**src/rtl/mc_state_sequencer_pkg.sv**
```systemverilog
// Shared state codes, opcode constants and opcode-class type for the
// multi-cycle RV32I sequencer.
//   state_t     : 4-bit state encoding driven onto current_state
//   OP_*        : RV32I major opcodes (IR[6:0])
//   op_class_t  : one-hot instruction class from opcode_class_decode
package mc_state_sequencer_pkg;

  typedef enum logic [3:0] {
    IF_PC          = 4'd0,
    ID_REG_FETCH   = 4'd1,
    EX_ECALL       = 4'd2,
    EX_LD_SD       = 4'd3,
    MEM_READ       = 4'd4,
    WB_LD          = 4'd5,
    MEM_WRITE      = 4'd6,
    EX_R           = 4'd7,
    EX_IMM         = 4'd8,
    WB_R_I         = 4'd9,
    EX_BRANCH_COND = 4'd10,
    EX_WB_JAL      = 4'd11,
    EX_WB_JALR     = 4'd12,
    HALT           = 4'd13
  } state_t;

  localparam logic [6:0] OP_LOAD      = 7'b0000011;
  localparam logic [6:0] OP_STORE     = 7'b0100011;
  localparam logic [6:0] OP_ARITH     = 7'b0110011;
  localparam logic [6:0] OP_ARITH_IMM = 7'b0010011;
  localparam logic [6:0] OP_BRANCH    = 7'b1100011;
  localparam logic [6:0] OP_JAL       = 7'b1101111;
  localparam logic [6:0] OP_JALR      = 7'b1100111;
  localparam logic [6:0] OP_ECALL     = 7'b1110011;

  typedef struct packed {
    logic ld;
    logic sd;
    logic r;
    logic imm;
    logic br;
    logic jal;
    logic jalr;
    logic ecall;
    logic illegal;
  } op_class_t;

endpackage

```
**src/rtl/mc_state_sequencer_opcode_class_decode.sv**
```systemverilog
// opcode_class_decode: combinational map of IR[6:0] to a one-hot class.
//   op  : opcode field
//   cls : one-hot {ld, sd, r, imm, br, jal, jalr, ecall, illegal}
module opcode_class_decode
  import mc_state_sequencer_pkg::*;
(
  input  logic [6:0] op,
  output op_class_t  cls
);

  always_comb begin
    cls = '0;
    case (op)
      OP_LOAD:      cls.ld      = 1'b1;
      OP_STORE:     cls.sd      = 1'b1;
      OP_ARITH:     cls.r       = 1'b1;
      OP_ARITH_IMM: cls.imm     = 1'b1;
      OP_BRANCH:    cls.br      = 1'b1;
      OP_JAL:       cls.jal     = 1'b1;
      OP_JALR:      cls.jalr    = 1'b1;
      OP_ECALL:     cls.ecall   = 1'b1;
      default:      cls.illegal = 1'b1;
    endcase
  end

endmodule

```
**src/rtl/mc_state_sequencer.sv**
```systemverilog
// mc_state_sequencer: next-state engine of the multi-cycle RV32I core.
// Owns the state register, latches halt on ECALL, counts retirements.
// Ports:
//   clk, reset_n (async active-low)
//   part_of_inst[6:0] : opcode from IR
//   halt_req          : ECALL halt condition, sampled in EX_ECALL
//   mem_ready         : memory done strobe (only with MEM_READY_WAIT_EN)
//   current_state[3:0], is_halted, num_inst[CNT_WIDTH-1:0], illegal_inst
// Build option: define MEM_READY_WAIT_EN to make IF_PC/MEM_READ/MEM_WRITE
// wait for mem_ready; otherwise those states last one cycle.
module mc_state_sequencer
  import mc_state_sequencer_pkg::*;
#(
  parameter int CNT_WIDTH = 32
) (
  input  logic                 clk,
  input  logic                 reset_n,
  input  logic [6:0]           part_of_inst,
  input  logic                 halt_req,
  input  logic                 mem_ready,
  output logic [3:0]           current_state,
  output logic                 is_halted,
  output logic [CNT_WIDTH-1:0] num_inst,
  output logic                 illegal_inst
);

  state_t    state_q, state_d;
  op_class_t cls;
  logic      retire;
  logic      halt_set;
  logic      mem_go;

`ifdef MEM_READY_WAIT_EN
  assign mem_go = mem_ready;
`else
  logic unused_mem_ready;
  assign unused_mem_ready = mem_ready;
  assign mem_go = 1'b1;
`endif

  opcode_class_decode u_dec (
    .op  (part_of_inst),
    .cls (cls)
  );

  always_ff @(posedge clk or negedge reset_n) begin
    if (!reset_n) begin
      state_q   <= IF_PC;
      is_halted <= 1'b0;
      num_inst  <= '0;
    end else begin
      state_q <= state_d;
      if (halt_set) is_halted <= 1'b1;
      if (retire)   num_inst  <= num_inst + CNT_WIDTH'(1);
    end
  end

  always_comb begin
    state_d  = state_q;
    retire   = 1'b0;
    halt_set = 1'b0;
    case (state_q)
      IF_PC:        if (mem_go) state_d = ID_REG_FETCH;
      ID_REG_FETCH: begin
        if (cls.ld || cls.sd) state_d = EX_LD_SD;
        else if (cls.r)       state_d = EX_R;
        else if (cls.imm)     state_d = EX_IMM;
        else if (cls.br)      state_d = EX_BRANCH_COND;
        else if (cls.jal)     state_d = EX_WB_JAL;
        else if (cls.jalr)    state_d = EX_WB_JALR;
        else if (cls.ecall)   state_d = EX_ECALL;
        else                  state_d = IF_PC;
      end
      // Opcode is held stable, so the class vector still splits load/store.
      EX_LD_SD: begin
        if (cls.ld)      state_d = MEM_READ;
        else if (cls.sd) state_d = MEM_WRITE;
        else             state_d = IF_PC;
      end
      MEM_READ:     if (mem_go) state_d = WB_LD;
      MEM_WRITE: begin
        if (mem_go) begin
          state_d = IF_PC;
          retire  = 1'b1;
        end
      end
      EX_R, EX_IMM: state_d = WB_R_I;
      WB_LD, WB_R_I, EX_BRANCH_COND, EX_WB_JAL, EX_WB_JALR: begin
        state_d = IF_PC;
        retire  = 1'b1;
      end
      // Halting ECALL is still counted as retired.
      EX_ECALL: begin
        retire = 1'b1;
        if (halt_req) begin
          state_d  = HALT;
          halt_set = 1'b1;
        end else begin
          state_d = IF_PC;
        end
      end
      HALT:         state_d = HALT;
      default:      state_d = IF_PC;
    endcase
  end

  assign current_state = state_q;
  assign illegal_inst  = (state_q == ID_REG_FETCH) && cls.illegal;

endmodule

```
**config.mk**
```make
export PLATFORM = sky130hd
export DESIGN_NAME = mc_state_sequencer
export DESIGN_NICKNAME = d
export VERILOG_FILES = /design/src/rtl/mc_state_sequencer_pkg.sv /design/src/rtl/mc_state_sequencer_opcode_class_decode.sv /design/src/rtl/mc_state_sequencer.sv
export SDC_FILE = /design/constraint.sdc
export NUM_CORES = 1
export LEC_CHECK = 0
export ABC_AREA = 1
export CAP_MARGIN = 30
export CORE_MARGIN = 3
export CORE_UTILIZATION = 48
export CTS_BUF_LIST = sky130_fd_sc_hd__clkbuf_4 sky130_fd_sc_hd__clkbuf_8
export CTS_CLUSTER_SIZE = 10
export DETAILED_ROUTE_END_ITERATION = 16
export PLACE_DENSITY = 0.81
export SKIP_LAST_GASP = 1
export SLEW_MARGIN = 5
export SYNTH_ARGS = -nofsm -noshare
export SYNTH_HDL_FRONTEND = slang
export SYNTH_HIERARCHICAL = 1
export SYNTH_SLANG_ARGS = --single-unit
```
**constraint.sdc**
```tcl
create_clock -name clk -period 1.45 [get_ports clk]
set_input_delay 0.29 -clock clk [delete_from_list [all_inputs] [get_ports clk]]
set_output_delay 0.29 -clock clk [all_outputs]
set_load 0.05 [all_outputs]
```
Yosys cells after proc, flatten, opt, wreduce, memory -nomap -nowiden
Cells that the tools add are included.

storage, ports and cells
  bits in registers = 37
  bits of input ports = 11
  output and inout port bits = 38

operators by class
  add/sub/neg operators = 1
  eq/ne operators = 21
  muxes and demuxes = 23
  reductions and logical operators = 6

operators by type and width
  kind                     count
  $add A32 B1 Y32 const B  1
  $eq A7 B7 Y1 const B     4
  $mux W4                  7
  $pmux W4 S7              1
  $eq A4 B4 Y1 const B     6
  $eq A4 B3 Y1 const B     4
  $eq A7 B6 Y1 const B     2
  $mux W1                  12
  $eq A4 B2 Y1 const B     2
  $reduce_or A8 Y1         1
  $eq A7 B2 Y1 const B     1
  $eq A7 B5 Y1 const B     1
  $reduce_or A7 Y1         1
  $mux W3                  2
  $eq A4 B1 Y1 const B     1
  $logic_not A4 Y1         1
  $mux W2                  1
  $reduce_or A2 Y1         1
  $logic_and A1 B1 Y1      1
  $logic_or A1 B1 Y1       1

Logic depth before layout (Yosys ltp)
  depth after elaboration = 10
  gate-level depth with buffers = 11
  mapped depth without buffers = 11

Hierarchy
The synthesis kept the hierarchy.

modules (own cells, without submodules)
  module               instances  cells an instance  area an instance (um^2)
  mc_state_sequencer   1          320                2265.9
  opcode_class_decode  1          33                 150.1

Worst setup path before layout
Ideal clock, no wire load.

  path kind = register -> output
  start point = reg state_q[0], in the netlist current_state[0]
  end point = out illegal_inst
  data arrival time = 1.674 ns
  required time = 1.160 ns
  slack = -0.514 ns
  cell stages (with the launch flop) = 5
  path buffers = 0
  cells stage by stage = dfrtp_1 -> inv_1 -> nor2_1 -> nand2_1 -> nor2_1

on the way
  longest elaborated chain between the ends = 2

RTL lines
  item                      line                       text
  start: declaration        mc_state_sequencer.sv:27   state_t state_q, state_d;
  start signal: assignment  mc_state_sequencer.sv:52   state_q <= state_d;
  $eq A4 B1 Y1              mc_state_sequencer.sv:108  assign illegal_inst = (state_q == ID_REG_FETCH) && cls.illegal;
  $logic_and A1 B1 Y1       mc_state_sequencer.sv:108
  end: declaration          mc_state_sequencer.sv:24   output logic illegal_inst

Every way passes these cells.

Worst setup path in the final report
  start point = reg state_q[1], in the netlist current_state[1]
  end point = reg num_inst[22]

on the way
  longest elaborated chain between the ends = 3

RTL lines
  item                                  line                      text
  $eq A4 B2 Y1 (tied with other cells)  mc_state_sequencer.sv:62  case (state_q)
  $reduce_or A7 Y1 (no line) *          n/a
  $mux W1 *                             n/a
  end signal: assignment                mc_state_sequencer.sv:54  if (retire) num_inst <= num_inst + CNT_WIDTH'(1);
  end: declaration                      mc_state_sequencer.sv:23  output logic [CNT_WIDTH-1:0] num_inst,

Mark *: on every way between the ends. The rest lies on a longest branch, timed or not.
A chain may end at the register's enable or synchronous reset.

==> results_tabular.tex <==
\begin{tabular}{lr}
\hline
Metric & Value \\
\hline
\multicolumn{2}{l}{\textbf{Floorplanning}} \\
Die span in y & 76.9 um \\
Effective utilization at floorplan & 50.5\% \\
Core Box Area & 0.00479 sq mm \\
Placement Rows & 25 \\
Die Area & 0.00592 sq mm \\
Die width & 76.9 um \\
Num ports & 49 \\
\multicolumn{2}{l}{\textbf{Logic synthesis}} \\
Synthesis-stage register bit count & 37 \\
Most instantiated library cell after synthesis & nand2\_1 \\
Fraction of the yosys area taken by sequential cells & 38.3\% \\
Synth Area per Inst & 6.84 sq um \\
Synth Instances & 353 \\
Top\_reg\_cell synth & dfrtp\_1 \\
Total nets after synthesis & 365 \\
Top area cells in the synthesized netlist & dfrtp\_1, nand2\_1, nor2\_1, inv\_1, nand3\_1 \\
Post-synth ARST share & 100\% \\
EDFF count, synth & 0 \\
Proportion of netlist area held by the largest area contributor & 38.3\% \\
Ranking of synthesized cells by instance count & nand2\_1, nor2\_1, inv\_1, dfrtp\_1, nand3\_1 \\
Synth cell types & 29 \\
Cell accounting for the most synthesized area & dfrtp\_1 \\
Mapped Area & 0.00242 sq mm \\
Yosys synthesis warning count & 6 \\
\multicolumn{2}{l}{\textbf{Global routing}} \\
Gr ovfl total & 0 \\
Via count of the first global-routing pass & 2751 \\
Overall track demand over capacity in global routing & 26.7\% \\
Global-route wire length before repair & 12.6 mm \\
Pin count of the biggest net entering global routing & 38 \\
Antenna violations before repair & 0 \\
\multicolumn{2}{l}{\textbf{STA}} \\
Minimum clock period after layout & 1.65 ns \\
Crit path setup slack, layout & -0.202 ns \\
Final period utilization & 114\% \\
Highest clock frequency the design can meet & 605 MHz \\
Worst clock skew & 0.0136 ns \\
Hold Vio Cnt, Final & 0 \\
Number of endpoints failing setup at the final stage & 38 \\
Fin Hold WS & 0.0299 ns \\
RSZ-0062 raised after global routing & yes \\
Max Slew Vio Count & 0 \\
Worst Tran Pin Value & 0.600 ns \\
Normalized max-slew margin & 59.6\% \\
\multicolumn{2}{l}{\textbf{Detailed routing}} \\
Wire length per cell after detailed routing & 19.4 um \\
Violation count after the first detailed-route iteration & 272 \\
Detailed-route vias per instance & 5.82 \\
Number of antenna-violating nets in the routed design & 0 \\
Post-detailed-routing wire length & 10.3 mm \\
DRC violations left & 0 \\
First-pass DRT Iterations & 8 \\
Total via count after detailed routing & 3083 \\
\multicolumn{2}{l}{\textbf{Setup path}} \\
Class of the most critical setup path & reg2reg \\
Crit path top cell by count & nor2\_2 \\
Buffers plus inverters on the worst setup path & 3 \\
Maximum fanout along the worst path & 5 \\
CP Data Required Time & 1.66 ns \\
CP delay by family, top & simple AND/OR/NAND/NOR gates \\
Worst Setup End Kind & flip-flop \\
Worst path slowest cell & dfrtp\_2 \\
Startpoint type of the worst setup path & flip-flop \\
Arrival time worst endpoint & 1.86 ns \\
Cell-by-cell trace of the critical path & buf\_4 -> inv\_1 -> nor2\_2 -> nor2\_2 -> nand2\_4 -> nand2\_8 -> buf\_12 -> nand3\_2 -> xnor2\_1 \\
Maximum single-stage delay on the critical path & 0.41 ns \\
\multicolumn{2}{l}{\textbf{Final layout}} \\
Ant diodes & 0 \\
End-of-flow core utilization & 89.3\% \\
Fraction of layout instances using a drive strength above 1 & 48.2\% \\
Post-layout nets & 474 \\
Relative area change from synthesis to final layout & 76.9\% \\
\multicolumn{2}{l}{\textbf{Pwr}} \\
Power density cells & 964 mW/mm\^{}2 \\
Overall power & 0.00412 W \\
Leakage power figure & 1.97 nW \\
Highest ir drop seen on vdd & 0.00106 V \\
\multicolumn{2}{l}{\textbf{Outcome}} \\
Violations in the final reports & setup timing \\
Outcome & finished, violations left \\
\multicolumn{2}{l}{\textbf{CTS}} \\
Buffer depth of the longest clock path & 2 \\
Clock sink count & 37 \\
Clock H-tree levels & 2 \\
Worst-Skew Late Latency & 0.31 ns \\
CTS hold repair buffers & 0 \\
Cell at the root of the clock tree & clkbuf\_8 \\
TritonCTS clock tree & yes \\
CTS buffer count & 5 \\
Clock slew at the register clock pins of the worst setup and hold paths & 0.09 ns \\
\multicolumn{2}{l}{\textbf{Hold path}} \\
Path type of the worst min-delay path & in2async \\
\multicolumn{2}{l}{\textbf{Place}} \\
IO buf count & 47 \\
Detailed-placement wirelength estimate & 5.03 mm \\
RePlAce Congestion & 0.876 \\
\multicolumn{2}{l}{\textbf{Flow run}} \\
Max-capacitance violation count & 0 \\
\hline
\end{tabular}
-- area by class of cell --
class	count	area [sq um]
Timing Repair Buffer	104	1330
Fill cell	195	513
Multi-Input combinational cell	261	1570
Clock buffer	7	90.1
Tap cell	67	83.8
Sequential cell	37	965
Inverter	53	204
Clock inverter	1	30.0
-- power breakdown --
group | switching [W] | internal [W] | total, W
registers | 0.000129 | 0.00111 | 0.00124
clock network | 0.000406 | 0.000580 | 0.000986
logic | 0.00100 | 0.000884 | 0.00189
total | 0.00154 | 0.00258 | 0.00412
-- worst paths after layout --
kind / slack (ns) / end / cells past startpoint / startpoint
max: -0.20 / num_inst[22] / 9 / current_state[1]
min: 0.03 / num_inst[31] / 2 / reset_n
max reg2reg: -0.20 / num_inst[22] / 9 / current_state[1]
min reg2reg: 0.50 / num_inst[14] / 1 / num_inst[14]
max in group asynchronous: 1.05 / current_state[2] / 2 / reset_n
min in group clk: 0.50 / num_inst[14] / 1 / num_inst[14]
-- flip-flops by register name, indices dropped and copies added, names as in the netlist --
| name | flops |
|---|---|
| num_inst | 32 |
| current_state | 4 |
| is_halted | 1 |
-- cells in the final DEF, fill, tap and decap left out, types with 2 or more instances in the layout --
cell type / count
nand3_2: 6
dfrtp_2: 31
nand2_8: 2
buf_12: 40
xnor2_1: 10
clkbuf_8: 6
xnor2_2: 2
clkbuf_2: 5
nand2_4: 7
nand2_1: 97
o21ai_1: 3
a21oi_1: 3
clkbuf_16: 2
dfrtp_1: 6
inv_2: 6
xor2_1: 3
nand3b_1: 2
nand3_4: 2
inv_1: 46
nand3_1: 17
nor3_2: 3
a31oi_1: 2
nor2_1: 36
buf_4: 49
nor2_2: 17
nand4_1: 9
nand2_2: 14
buf_6: 3
nor2_4: 12
buf_2: 3
o21ai_2: 4
-- stage by stage --
| stage | setup TNS (ns) | instance area (sq um) | std cells | worst slack (ns) |
|---|---|---|---|---|
| 4_1_cts | -0.721 | 3870 | 505 | -0.0965 |
| 6_report | -3.97 | 4270 | 530 | -0.202 |
| 3_3_place_gp | -1.81 | 3620 | 488 | -0.377 |
| 5_1_grt | -5.72 | 4270 | 530 | -0.262 |
| 2_1_floorplan | -0.110 | 2510 | 353 | -0.0626 |
| 3_5_place_dp | -2.38 | 3620 | 488 | -0.519 |
-- cells by family after synthesis --
logic type / Yosys count / share of synthesized area (%)
XOR/XNOR: 16 / 5.80
AO/OA/AOI/OAI: 16 / 3.88
flip-flops: 37 / 38.3
AND/OR/NAND/NOR: 227 / 42.0
adder cells (fa/ha/maj): 1 / 0.518
buffers and inverters: 56 / 9.48
-- repair_timing --
action / 4_1_cts / 5_1_grt
pin swaps: 11 / 25
cloned: 1 / 3
setup endpoints to repair: 8 / 35
resized for setup: 29 / 69
buffers inserted: 8 / 22
-- layer usage --
metal / global-route usage [%] / wire, um / share of wire, %
met3: 5.05 / 894 / 8.7
met4: 13.2 / 685 / 6.6
met5: 0 / 0 / 0
met1: 29.4 / 3540 / 34
met2: 48.5 / 5190 / 50
Power figures use the tool's default switching activity.
